**src/rtl/vrf_wb_arbiter.sv**
```systemverilog
// Shares the single VRF write port between the lane ALU and the load-return path.
// Each source has a one-entry holding register; the write-back stage is registered.
module vrf_wb_arbiter #(
  parameter int unsigned NUMBER_VECTOR_LANES = 4,
  parameter int unsigned LANES_DATA_WIDTH    = 64,
  parameter int unsigned MAX_WAIT            = 4,
  localparam int unsigned DW = NUMBER_VECTOR_LANES * LANES_DATA_WIDTH,
  localparam int unsigned MW = DW / 8,
  localparam int unsigned RW = 5
) (
  input  logic          clk,
  input  logic          rst,
  input  logic          alu_valid,
  output logic          alu_ready,
  input  logic [RW-1:0] alu_dest,
  input  logic [DW-1:0] alu_data,
  input  logic [MW-1:0] alu_wmask,
  input  logic          mem_valid,
  output logic          mem_ready,
  input  logic [RW-1:0] mem_dest,
  input  logic [DW-1:0] mem_data,
  input  logic [MW-1:0] mem_wmask,
  output logic          wb_valid,
  output logic [RW-1:0] wb_dest,
  output logic [DW-1:0] wb_data,
  output logic [MW-1:0] wb_mask,
  output logic          wb_src,
  output logic          operation_done,
  output logic [RW-1:0] register_to_write,
  output logic          read_done,
  output logic [RW-1:0] destination_id_out
);

  localparam int unsigned CW = $clog2(MAX_WAIT + 1);

  logic          hold_alu_v;
  logic [RW-1:0] hold_alu_dest;
  logic [DW-1:0] hold_alu_data;
  logic [MW-1:0] hold_alu_mask;
  logic          hold_mem_v;
  logic [RW-1:0] hold_mem_dest;
  logic [DW-1:0] hold_mem_data;
  logic [MW-1:0] hold_mem_mask;
  logic [CW-1:0] wait_cnt;
  logic          grant_alu_c;
  logic          grant_mem_c;

  // Memory wins contention unless the ALU entry has aged out.
  always_comb begin
    grant_alu_c = 1'b0;
    grant_mem_c = 1'b0;
    if (hold_alu_v && hold_mem_v) begin
      if (wait_cnt == CW'(MAX_WAIT)) grant_alu_c = 1'b1;
      else                           grant_mem_c = 1'b1;
    end else begin
      grant_alu_c = hold_alu_v;
      grant_mem_c = hold_mem_v;
    end
  end

  // A draining entry can be refilled in the same cycle.
  assign alu_ready = !hold_alu_v || grant_alu_c;
  assign mem_ready = !hold_mem_v || grant_mem_c;

  always_ff @(posedge clk or negedge rst) begin
    if (!rst) begin
      hold_alu_v    <= 1'b0;
      hold_alu_dest <= '0;
      hold_alu_data <= '0;
      hold_alu_mask <= '0;
    end else if (alu_valid && alu_ready) begin
      hold_alu_v    <= 1'b1;
      hold_alu_dest <= alu_dest;
      hold_alu_data <= alu_data;
      hold_alu_mask <= alu_wmask;
    end else if (grant_alu_c) begin
      hold_alu_v    <= 1'b0;
    end
  end

  always_ff @(posedge clk or negedge rst) begin
    if (!rst) begin
      hold_mem_v    <= 1'b0;
      hold_mem_dest <= '0;
      hold_mem_data <= '0;
      hold_mem_mask <= '0;
    end else if (mem_valid && mem_ready) begin
      hold_mem_v    <= 1'b1;
      hold_mem_dest <= mem_dest;
      hold_mem_data <= mem_data;
      hold_mem_mask <= mem_wmask;
    end else if (grant_mem_c) begin
      hold_mem_v    <= 1'b0;
    end
  end

  // Counts consecutive lost arbitrations of a pending ALU entry.
  always_ff @(posedge clk or negedge rst) begin
    if (!rst) begin
      wait_cnt <= '0;
    end else if (!hold_alu_v || grant_alu_c) begin
      wait_cnt <= '0;
    end else if (wait_cnt != CW'(MAX_WAIT)) begin
      wait_cnt <= wait_cnt + CW'(1);
    end
  end

  // Write-back stage; payload holds its last value while idle.
  always_ff @(posedge clk or negedge rst) begin
    if (!rst) begin
      wb_valid           <= 1'b0;
      wb_dest            <= '0;
      wb_data            <= '0;
      wb_mask            <= '0;
      wb_src             <= 1'b0;
      operation_done     <= 1'b0;
      register_to_write  <= '0;
      read_done          <= 1'b0;
      destination_id_out <= '0;
    end else begin
      wb_valid           <= grant_alu_c || grant_mem_c;
      operation_done     <= grant_alu_c;
      read_done          <= grant_mem_c;
      register_to_write  <= grant_alu_c ? hold_alu_dest : '0;
      destination_id_out <= grant_mem_c ? hold_mem_dest : '0;
      if (grant_mem_c) begin
        wb_dest <= hold_mem_dest;
        wb_data <= hold_mem_data;
        wb_mask <= hold_mem_mask;
        wb_src  <= 1'b1;
      end else if (grant_alu_c) begin
        wb_dest <= hold_alu_dest;
        wb_data <= hold_alu_data;
        wb_mask <= hold_alu_mask;
        wb_src  <= 1'b0;
      end
    end
  end

endmodule
```
**config.mk**
```make
export PLATFORM = sky130hd
export DESIGN_NAME = vrf_wb_arbiter
export DESIGN_NICKNAME = d
export VERILOG_FILES = /design/src/rtl/vrf_wb_arbiter.sv
export SDC_FILE = /design/constraint.sdc
export NUM_CORES = 1
export LEC_CHECK = 0
export ABC_CLOCK_PERIOD_IN_PS = 2200
export CELL_PAD_IN_SITES_DETAIL_PLACEMENT = 0
export CELL_PAD_IN_SITES_GLOBAL_PLACEMENT = 1
export CORE_AREA = 2 2 352 354
export DETAILED_ROUTE_END_ITERATION = 8
export DIE_AREA = 0 0 354 356
export PLACE_DENSITY = 0.71
export REMOVE_ABC_BUFFERS = 1
export SYNTH_ARGS = -nofsm -noshare
export SYNTH_HDL_FRONTEND = slang
export SYNTH_SLANG_ARGS = --single-unit
```
**constraint.sdc**
```tcl
create_clock -name clk -period 2.2 [get_ports clk]
set_input_delay 0.44 -clock clk [delete_from_list [all_inputs] [get_ports clk]]
set_output_delay 0.44 -clock clk [all_outputs]
set_load 0.01 [all_outputs]
```
==> impl_results.md, run 1 <==
* Main synth FF type: dfrtp_1
* Count of cell types in the netlist at 26
* Layout area overhead at 37.8%
* Share of cells above drive strength 1 at 0.305
* TritonCTS clock tree: built
* Total clock sinks at 898
* Peak Freq at between 0.4 and 0.5 GHz
* Cell taking the most area after synthesis: dfrtp_1
* Pwr/cell area at 882 nW/µm²
* Die footprint at between 100000 and 150000 µm²
* Residual DRC count at 0
* Via density at 4.79
* YS warnings at 0
* IO Port Bufs at around 900
* Final net count at 4411
* Root Buffer: clkbuf_16
* Maxcap violations at 0
* Core area at around 120000 µm²
* Setup crit start kind: register
* Total global-route track usage at 0.187
* Die width at 354 µm
* Peak supply drop at approximately 0.67 mV
* Worst-skew pair later-pin latency at between 0.6 and 0.7 ns
* Buf/Inv on CP at 1
* CP arrival at around 1.7 ns
* Synthesized area at around 39000 µm²
* WL final at ~120000 µm
* Core Util, Final at 0.442
* Die span in y at between 300 and 400 µm
* Routed Antenna Nets at 0
* Crit-path max FO at 2
* Dpl hpwl at 85500 µm
* CTS Buf Count at 100
* Outcome: completed
* Critical path endpoint category: primary output
* Non-Filler Instances at about 5600
* Async SR Flop Fraction at 1.00
* Final period utilization at 0.970
* Slew @ Worst Pin at ~1 ns
* Post-synth EDFFs at 0
* Fin. Hold Viols at 0
* Top cells by area, synth: dfrtp_1 57%, mux2_2 17%, mux2_4 10%
* Critical Path RT at 1.76 ns
* I/O pin cnt at 899
* Fin. max-slew vios at 0
* H-Tree Depth at 3
* Pwr Total at ~0.048 W
* Row count at between 100 and 150
* CP max stage delay at approximately 0.6 ns
* Critical path's slowest cell: clkdlybuf4s50_1
* Clock skew at between 0.03 and 0.04 ns
* Worst path cell trace: clkdlybuf4s50_1
* Critical path's top delay family: buffers and inverters
* Leak Pwr at roughly 24 nW
* Maximum buffer depth of the clock tree at 3
* Post-synth top cells: 898 x dfrtp_1, 609 x mux2_2, 298 x inv_1
* Inst Count DP at around 5400
* Largest net degree at the start of global routing at 131
* Count leader, synth: dfrtp_1
* Initial antenna violation count at 25
* Share of the synthesized area in the top cell type at 0.571
* First-pass DRT Iterations at 7
* Avg Inst Size Synth at ~14 µm²
* Max-slew headroom at 0.335
* Sequential area share after synthesis at 0.571
* Worst Setup Slack post-DPL at 0.0534 ns
* DRT iter0 DRCs at roughly 1400
* Final setup fails at 0
* Hold Path Class: input pin to asynchronous set/reset pin
* Syn Inst Count at roughly 2900
* #FFs+latches synth at 898
* Number of global-route vias before repair at 28000
* Total number of vias at between 20000 and 30000
* Final GP Congestion at 0.821
* Gr ovfl total at 0
* Final worst-path setup slack at 0.0659 ns
* Reg clk slew, reported paths at about 0.060 ns
* Starting Density at 0.321
* Kind of critical path: register to primary output
* Minimum clock period at about 2.1 ns
* Wire length per cell at around 22 µm
* First-pass GRT wire length at approximately 180000 µm
[flip-flops by register name (all words and copies together) (netlist names)]
register,count
read_done,1
wb_data,256
hold_mem_dest,5
wb_dest,5
wait_cnt,3
hold_mem_data,256
register_to_write,5
hold_alu_v,1
hold_mem_v,1
wb_src,1
destination_id_out,5
hold_alu_mask,32
wb_mask,32
hold_mem_mask,32
wb_valid,1
operation_done,1
hold_alu_dest,5
hold_alu_data,256
[worst register-to-register path, cell delays in order, from the launching register on]
cell,delay (ns)
dfrtp_1,0.38
inv_1,0.06
ha_2,0.18
nand4_1,0.13
buf_4,0.19
nand2_8,0.09
buf_12,0.22
buf_12,0.27
mux2_2,0.36
[kinds of logic (layout without fill, tap and decap cells)]
group | Yosys count | after routing | share of synthesized area
simple gates | 23 | 23 | 0.00324
flops | 898 | 898 | 0.571
fa+ha+maj | 2 | 2 | 0.000636
compound gates | 589 | 589 | 0.0845
xor+xnor | 1 | 1 | 0.000223
mux | 879 | 879 | 0.277
buf+inv | 496 | 1510 | 0.0628
other cells | 0 | 14 | 0
[what timing repair did]
item	CTS	global route
cloned	0	0
endpoints found under the hold margin	75	0
resized for setup	12	8
buffers inserted	1	2
hold buffers	1	0
setup endpoints to repair	7	3
[layer usage]
layer,global-route usage,routed length (µm)
met5,0,159
met4,0.0577,3050
met1,0.236,50400
met2,0.313,59500
met3,0.0519,8100
[path summary, 6_finish.rpt]
kind                                endpoint              start  slack (ns)  cells after the start
min in group clk            hold_mem_data[7]        mem_data[7]        0.36                      2
max in group asynchronous  hold_alu_data[52]                rst        0.99                      3
max reg2reg                 hold_mem_mask[8]        wait_cnt[0]        0.20                      8
min reg2reg                      wb_mask[11]  hold_alu_mask[11]        0.49                      2
min                        hold_mem_mask[27]                rst        0.26                      2
max                             wb_data[188]       wb_data[188]        0.07                      1
[cell usage in the layout, fill, tap and decap left out, types with 2 or more instances in the layout]
cell type	count
dfrtp_1	896
clkdlybuf4s50_1	889
mux2_2	609
inv_1	298
o22ai_1	293
a21oi_1	293
mux2_4	270
clkbuf_16	103
buf_4	80
buf_12	47
clkinv_2	26
clkbuf_8	20
clkbuf_1	16
diode_2	14
bufinv_16	11
nor2_1	5
and2_1	5
and3_1	5
dlygate4sd2_1	5
clkinvlp_4	3
inv_16	2
inv_6	2
clkinv_16	2
dfrtp_4	2
buf_6	2
[through the flow]
| step | setup TNS [ns] | hold WS [ns] | instance area, µm² |
|---|---|---|---|
| finish | 0 | 0.259 | 54200 |
| global route | -0.0241 | 0.230 | 54200 |
| CTS | -0.116 | 0.202 | 54100 |
| detailed placement | 0 | 0.358 | 50600 |
| global placement | 0 | 0.359 | 50600 |
| floorplan | - | 0.144 | 38000 |
[power breakdown]
group / leakage (nW) / internal [W] / switching [W]
Sequential: 10.5 / 0.0188 / 0.00155
Combinational: 11.6 / 0.00579 / 0.00390
Clock: 1.74 / 0.0106 / 0.00713
[cell type report]
type,instances,area (µm²)
antenna,14,35.0
clock buffer,139,2910
clock inverter,46,601
fill,11200,68500
inverter,298,1120
multi-input combinational,1494,14400
sequential,898,22500
tap,1637,2050
timing repair buffer,1027,10600
No activity file was read; power rests on OpenSTA's default activity.
==> run 2, diff against run 1 <==
--- a/config.mk
+++ b/config.mk
@@ -9,6 +9,7 @@
 export CELL_PAD_IN_SITES_DETAIL_PLACEMENT = 0
 export CELL_PAD_IN_SITES_GLOBAL_PLACEMENT = 1
 export CORE_AREA = 2 2 352 354
+export CTS_CLUSTER_SIZE = 25
 export DETAILED_ROUTE_END_ITERATION = 8
 export DIE_AREA = 0 0 354 356
 export PLACE_DENSITY = 0.71
==> results of run 2 <==
No change in the layout: final DEF, timing and power equal those of run 1.
